### src/rtl/hazard_pkg.sv
// Shared types and RISC-V instruction field positions for the
// three-stage pipeline hazard controller.
package hazard_pkg;

    typedef enum logic [1:0] {
        WB_ALU  = 2'b00,
        WB_LOAD = 2'b01,
        WB_PC4  = 2'b10,
        WB_CSR  = 2'b11
    } wb_sel_t;

    localparam int RD_LSB  = 7;
    localparam int RS1_LSB = 15;
    localparam int RS2_LSB = 20;
    localparam int REG_FW  = 5;

endpackage

### src/rtl/sb_counter.sv
// One scoreboard entry: cycles until the register's pending result
// becomes forwardable. A load beats the decrement in the same cycle.
module sb_counter #(
    parameter int LAT_W = 3
) (
    input  logic             clk,
    input  logic             rst_n,
    input  logic             i_ld,
    input  logic [LAT_W-1:0] i_val,
    output logic [LAT_W-1:0] o_cnt
);

    logic [LAT_W-1:0] r_cnt;

    always_ff @(posedge clk or negedge rst_n) begin
        if (!rst_n) begin
            r_cnt <= '0;
        end else if (i_ld) begin
            r_cnt <= i_val;
        end else if (r_cnt != '0) begin
            r_cnt <= r_cnt - 1'b1;
        end
    end

    assign o_cnt = r_cnt;

endmodule

### src/rtl/hazard_scoreboard.sv
// Hazard controller: per-register pending scoreboard driving stall,
// E-stage forwarding selects and a multi-cycle branch flush.
module hazard_scoreboard
    import hazard_pkg::*;
#(
    parameter int NREGS       = 32,
    parameter int LAT_W       = 3,
    parameter int LOAD_LAT    = 2,
    parameter int CSR_LAT     = 1,
    parameter int MDU_LAT     = 4,
    parameter int FLUSH_DEPTH = 1
) (
    input  logic        clk,
    input  logic        rst_n,
    input  logic [31:0] ir_d,
    input  logic        use_rs1_d,
    input  logic        use_rs2_d,
    input  logic        reg_wr_d,
    input  logic [1:0]  wb_sel_d,
    input  logic        mdu_d,
    input  logic        valid_d,
    input  logic        br_taken_e,
    output logic        for_a,
    output logic        for_b,
    output logic        stall,
    output logic        stall_wm,
    output logic        flush,
    output logic        sb_busy
);

    localparam int RW = $clog2(NREGS);
    localparam int FW = (FLUSH_DEPTH > 1) ? $clog2(FLUSH_DEPTH) : 1;

    logic [RW-1:0]    w_rs1, w_rs2, w_rd;
    logic [RW-1:0]    r_rd_e;
    logic             r_wr_e;
    logic [FW-1:0]    r_fcnt;
    logic [LAT_W-1:0] w_pend [NREGS];
    logic [LAT_W-1:0] w_lat;
    wb_sel_t          w_wb;
    logic             w_src1, w_src2, w_haz1, w_haz2, w_waw;
    logic             w_flush, w_stall, w_issue, w_issue_wr, w_busy;
    logic             w_unused_ir;

    assign w_rs1 = ir_d[RS1_LSB +: RW];
    assign w_rs2 = ir_d[RS2_LSB +: RW];
    assign w_rd  = ir_d[RD_LSB  +: RW];
    assign w_wb  = wb_sel_t'(wb_sel_d);
    assign w_unused_ir = ^{ir_d[31:25], ir_d[14:12], ir_d[6:0]};

    // MDU overrides the writeback class latency
    always_comb begin
        w_lat = '0;
        if (mdu_d) begin
            w_lat = LAT_W'(MDU_LAT);
        end else begin
            case (w_wb)
                WB_LOAD: w_lat = LAT_W'(LOAD_LAT);
                WB_CSR:  w_lat = LAT_W'(CSR_LAT);
                default: w_lat = '0;
            endcase
        end
    end

    assign w_src1 = valid_d & use_rs1_d & (w_rs1 != '0);
    assign w_src2 = valid_d & use_rs2_d & (w_rs2 != '0);
    assign w_haz1 = w_src1 & (w_pend[w_rs1] != '0);
    assign w_haz2 = w_src2 & (w_pend[w_rs2] != '0);
    assign w_waw  = valid_d & reg_wr_d & (w_rd != '0)
                  & (w_pend[w_rd] > w_lat);

    assign w_flush    = br_taken_e | (r_fcnt != '0);
    assign w_stall    = (w_haz1 | w_haz2 | w_waw) & ~w_flush;
    assign w_issue    = valid_d & ~w_stall & ~w_flush;
    assign w_issue_wr = w_issue & reg_wr_d & (w_rd != '0);

    assign w_pend[0] = '0;
    for (genvar g = 1; g < NREGS; g++) begin : g_pend
        sb_counter #(.LAT_W(LAT_W)) u_cnt (
            .clk   (clk),
            .rst_n (rst_n),
            .i_ld  (w_issue_wr && (w_rd == RW'(g))),
            .i_val (w_lat),
            .o_cnt (w_pend[g])
        );
    end

    always_comb begin
        w_busy = 1'b0;
        for (int i = 0; i < NREGS; i++) begin
            w_busy = w_busy | (w_pend[i] != '0);
        end
    end

    always_ff @(posedge clk or negedge rst_n) begin
        if (!rst_n) begin
            r_rd_e <= '0;
            r_wr_e <= 1'b0;
        end else begin
            r_wr_e <= w_issue_wr;
            if (w_issue_wr) begin
                r_rd_e <= w_rd;
            end
        end
    end

    always_ff @(posedge clk or negedge rst_n) begin
        if (!rst_n) begin
            r_fcnt <= '0;
        end else if (br_taken_e) begin
            r_fcnt <= FW'(FLUSH_DEPTH - 1);
        end else if (r_fcnt != '0) begin
            r_fcnt <= r_fcnt - 1'b1;
        end
    end

    // a still-pending source reads neither E nor the regfile
    assign for_a = w_src1 & ~w_haz1 & r_wr_e & (w_rs1 == r_rd_e) & ~w_stall;
    assign for_b = w_src2 & ~w_haz2 & r_wr_e & (w_rs2 == r_rd_e) & ~w_stall;

    assign stall    = w_stall;
    assign stall_wm = w_stall;
    assign flush    = w_flush;
    assign sb_busy  = w_busy;

endmodule

### config.mk
export PLATFORM = sky130hd
export DESIGN_NAME = hazard_scoreboard
export DESIGN_NICKNAME = d
export VERILOG_FILES = /design/src/rtl/hazard_pkg.sv /design/src/rtl/sb_counter.sv /design/src/rtl/hazard_scoreboard.sv
export SDC_FILE = /design/constraint.sdc
export NUM_CORES = 1
export LEC_CHECK = 0
export CORE_ASPECT_RATIO = 2
export CORE_MARGIN = 4
export CORE_UTILIZATION = 45
export DETAILED_ROUTE_END_ITERATION = 8
export GPL_TIMING_DRIVEN = 0
export MAX_ROUTING_LAYER = met4
export PLACE_DENSITY_LB_ADDON = 0.1
export SYNTH_ARGS = -nofsm -noshare
export SYNTH_HDL_FRONTEND = slang
export SYNTH_HIERARCHICAL = 1
export SYNTH_SLANG_ARGS = --single-unit
### constraint.sdc
create_clock -name clk -period 3.6 [get_ports clk]
set_input_delay 0.36 -clock clk [delete_from_list [all_inputs] [get_ports clk]]
set_output_delay 0.36 -clock clk [all_outputs]
set_load 0.01 [all_outputs]
==> metrics.md <==
| Metric | Value |
|---|---|
| Non-filler instance count after layout | 1285 |
| Num Clock Sinks | 99 |
| CP most frequent cell | buf_12 |
| CTS Buf Count | 9 |
| WL/cell | 22.1 um |
| Clock transition at path regs | 80 ps |
| Worst Path Max Fanout | 7 |
| Antenna Cells | 0 |
| Synth top area share | 0.288 |
| Pre-antenna DRT Iters | 5 |
| Reg2reg path depth | 16 |
| Crit path kind | register to register |
| Die width | 106 um |
| Antenna violations before repair | 0 |
| CP max-delay cell | mux4_2 |
| Setup crit start | g_pend[19].u_cnt/o_cnt[1]$_DFFE_PN0P_ |
| Ys async rst share | 1.00 |
| Clock buffer depth | 2 |
| Root cell of the clock tree | clkbuf_16 |
| Final setup margin | -248 ps |
| Hold WC Path Type | input pin to async pin |
| Yosys cell types | 60 |
| Non-Filler Cell Area, Final | 0.0113 mm^2 |
| 1st-iter DRT viols | 484 |
| Cell area after placement | 0.00965 mm^2 |
| Register Area | 0.00252 mm^2 |
| WHS | 12.7 ps |
| Worst Tran Pin Value | 1350 ps |
| CP peak stage delay | 500 ps |
| Final nets | 1133 |
| Failing checks | setup timing |
| Fraction of layout cells with a size suffix above 1 | 0.345 |
| Core Region | 0.0188 mm^2 |
| Multi-input logic area | 0.00643 mm^2 |
| EDFF count, synth | 0 |
| DP Wirelength | 19000 um |
| CP delay by family, top | multiplexers |
| RSZ-0062 raised after global routing | true |
| Status | complete, but fails checks |
| Synth warn | 6 |
| Worst EP required | 3870 ps |
| Netlist Area Pre-Place | 0.00861 mm^2 |
| Synth top area cells | dfrtp_1 29%, ha_1 9.4%, mux4_2 8.4% |
| P_leak | 4.67 nW |
| Worst-path cell chain | mux4_2 -> mux4_2 -> mux2_4 -> ha_4 -> a21o_1 -> a21oi_2 -> a31oi_4 -> nor2b_2 -> o221ai_4 -> buf_12 -> buf_16 -> buf_12 -> nor3_4 -> buf_12 -> nor2b_4 -> a221oi_2 |
| Floorplan row count | 71 |
| Remaining Overflow, GRT | 0 |
| CTS tree | done |
| Syn Area/Cell | 9.49 um^2 |
| Buffers on Ports | 25 |
| Die Y | 204 um |
| Setup Skew | 12.2 ps |
| Detailed-route wire length | 28400 um |
| CP Capture Type | register |
| Post-route ant nets | 0 |
| Final setup fails | 95 |
| Total Neg Setup Slack | -10950 ps |
| R2R Path End | g_pend[7].u_cnt/o_cnt[0]$_DFFE_PN0P_ |
| RePlAce Congestion | 0.902 |
| Clk_lat worst skew | 360 ps |
| Layout area overhead | 31.8% |
| Fillers | 1656 |
| Max Cap Viol | 0 |
| CP arrival | 4120 ps |
| # IOs | 48 |
| Peak VDD IR | 0.000280 V |
| Commonest non-fill, non-tap cell in the layout | inv_1 |
| Launch point of the worst reg-to-reg path | g_pend[19].u_cnt/o_cnt[1]$_DFFE_PN0P_ |
| Routed vias | 7976 |
| Cell type with the largest total area after synthesis | dfrtp_1 |
| Gr usage total | 0.271 |
| Starting Density | 0.457 |
| Worst slew margin | 0.0967 |
| Final Max Tran Viols | 0 |
| Final Hold Violating Endpoints | 0 |
| H-Tree Depth | 3 |
| Most frequent cells in the layout | 105 x inv_1, 68 x dfrtp_1, 67 x buf_4, 65 x nor2b_1 |
| Tmin final | 3850 ps |
| # DRC | 0 |
| PwrDens | 723 mW/mm^2 |
| Seq/Total Area, Yosys | 0.288 |
| FMAX | 260 MHz |
| First-pass GRT wire length | 44300 um |
| Main synth FF type | dfrtp_1 |
| Post-Synthesis Cells | 907 |
| Tcrit/Tclk final | 1.07 |
| Post-synth net total | 1014 |
| CP bufs+invs | 4 |
| Post-layout util | 0.602 |
| Die area | 0.0215 mm^2 |
| Number of global-route vias before repair | 8038 |
| CP Launch Type | register |
| Flop2flop setup slack | -250 ps |
| Largest net degree at the start of global routing | 59 |
| FF+latch count, synth | 99 |
| Vias per cell | 6.21 |
| # placed instances | 1188 |
==> through the flow <==
stage                     worst slack, ps  power [mW]
after floorplan                      39.8        5.02
after global placement              -2180        6.03
after detailed placement            -1320        6.07
after CTS                            -197        7.72
after global routing                 -329        8.76
final                                -248        8.20
==> routing by layer <==
metal,track usage,vias to the layer above,wire length (um)
li1,-,3613,-
met1,0.308,4003,10700
met2,0.477,271,15200
met3,0.0361,89,1400
met4,0.114,0,1110
met5,-,-,0
==> cell families (layout without fill, tap and decap cells) <==
group	count (synthesis)	in the layout	share of synthesized area
muxes	52	52	0.113
adders and majority gates	65	65	0.0945
buffers and inverters	160	283	0.0747
AOI/OAI and AO/OA	130	130	0.121
DFF	99	99	0.288
xor gates and xnor gates	10	10	0.0102
and+or+nand+nor	391	391	0.299
==> repair_timing <==
action                     in CTS  in global routing
gates cloned                    2                  0
hold buffers                    0                  0
setup endpoints to repair     103                 97
buffers inserted               55                 27
gates resized for setup       100                128
pin swaps                      18                 25
==> Yosys cell counts, drive strengths merged, types with 4 or more instances <==
master and n:
inv 132, dfrtp 99, nor2b 96, nor4b 66, ha 65, nand2b 63, nor3 60, a31oi 33
mux4 33, a221oi 32, a311oi 32, or3b 32, buf 15, nand2 14, clkbuf 13, mux2 11
nor2 11, nor4 11, mux2i 8, nand3 8, or3 6, xor2 6, nand4 5, nor3b 5
a21oi 4, o21ai 4, or2 4, or2b 4, xnor2 4
==> how the worst max path moves through the flow <==
stage          depth (start not counted)  slack, ps                                     to
2_1_floorplan                         16         40  g_pend[11].u_cnt/o_cnt[0]$_DFFE_PN0P_
3_3_place_gp                          14      -2180  g_pend[28].u_cnt/o_cnt[1]$_DFFE_PN0P_
3_5_place_dp                          17      -1320  g_pend[25].u_cnt/o_cnt[1]$_DFFE_PN0P_
4_1_cts                               14       -200  g_pend[18].u_cnt/o_cnt[0]$_DFFE_PN0P_
5_1_grt                               16       -330   g_pend[7].u_cnt/o_cnt[0]$_DFFE_PN0P_
6_report                              16       -250   g_pend[7].u_cnt/o_cnt[0]$_DFFE_PN0P_
==> worst register-to-register path, cell delays in order (launching register included) <==
cell and delay, ps:
dfrtp_2 430, mux4_2 490, mux4_2 500, mux2_4 290
ha_4 220, a21o_1 160, a21oi_2 180, a31oi_4 70
nor2b_2 160, o221ai_4 160, buf_12 180, buf_16 140
buf_12 150, nor3_4 220, buf_12 170, nor2b_4 40
a221oi_2 220
==> where the power goes <==
| group | leakage (nW) | switching (mW) | internal (mW) |
|---|---|---|---|
| clock | 0.150 | 0.453 | 0.627 |
| combinational | 3.38 | 2.13 | 2.48 |
| sequential | 1.14 | 0.764 | 1.75 |
==> area by class of cell <==
class	count	area share
well taps	255	0.0281
multi-input cells	648	0.566
inverters	132	0.0437
flip-flops and latches	99	0.222
plain buffers	27	0.0218
repair buffers	109	0.0909
clock inverters	2	0.00529
clock buffers	13	0.0221
==> flip-flops by register name, summed over array words and instances (netlist names) <==
register,cells
g_pend.u_cnt/o_cnt,93
r_wr_e,1
r_rd_e,5
No activity file was read; power rests on OpenSTA's default activity.
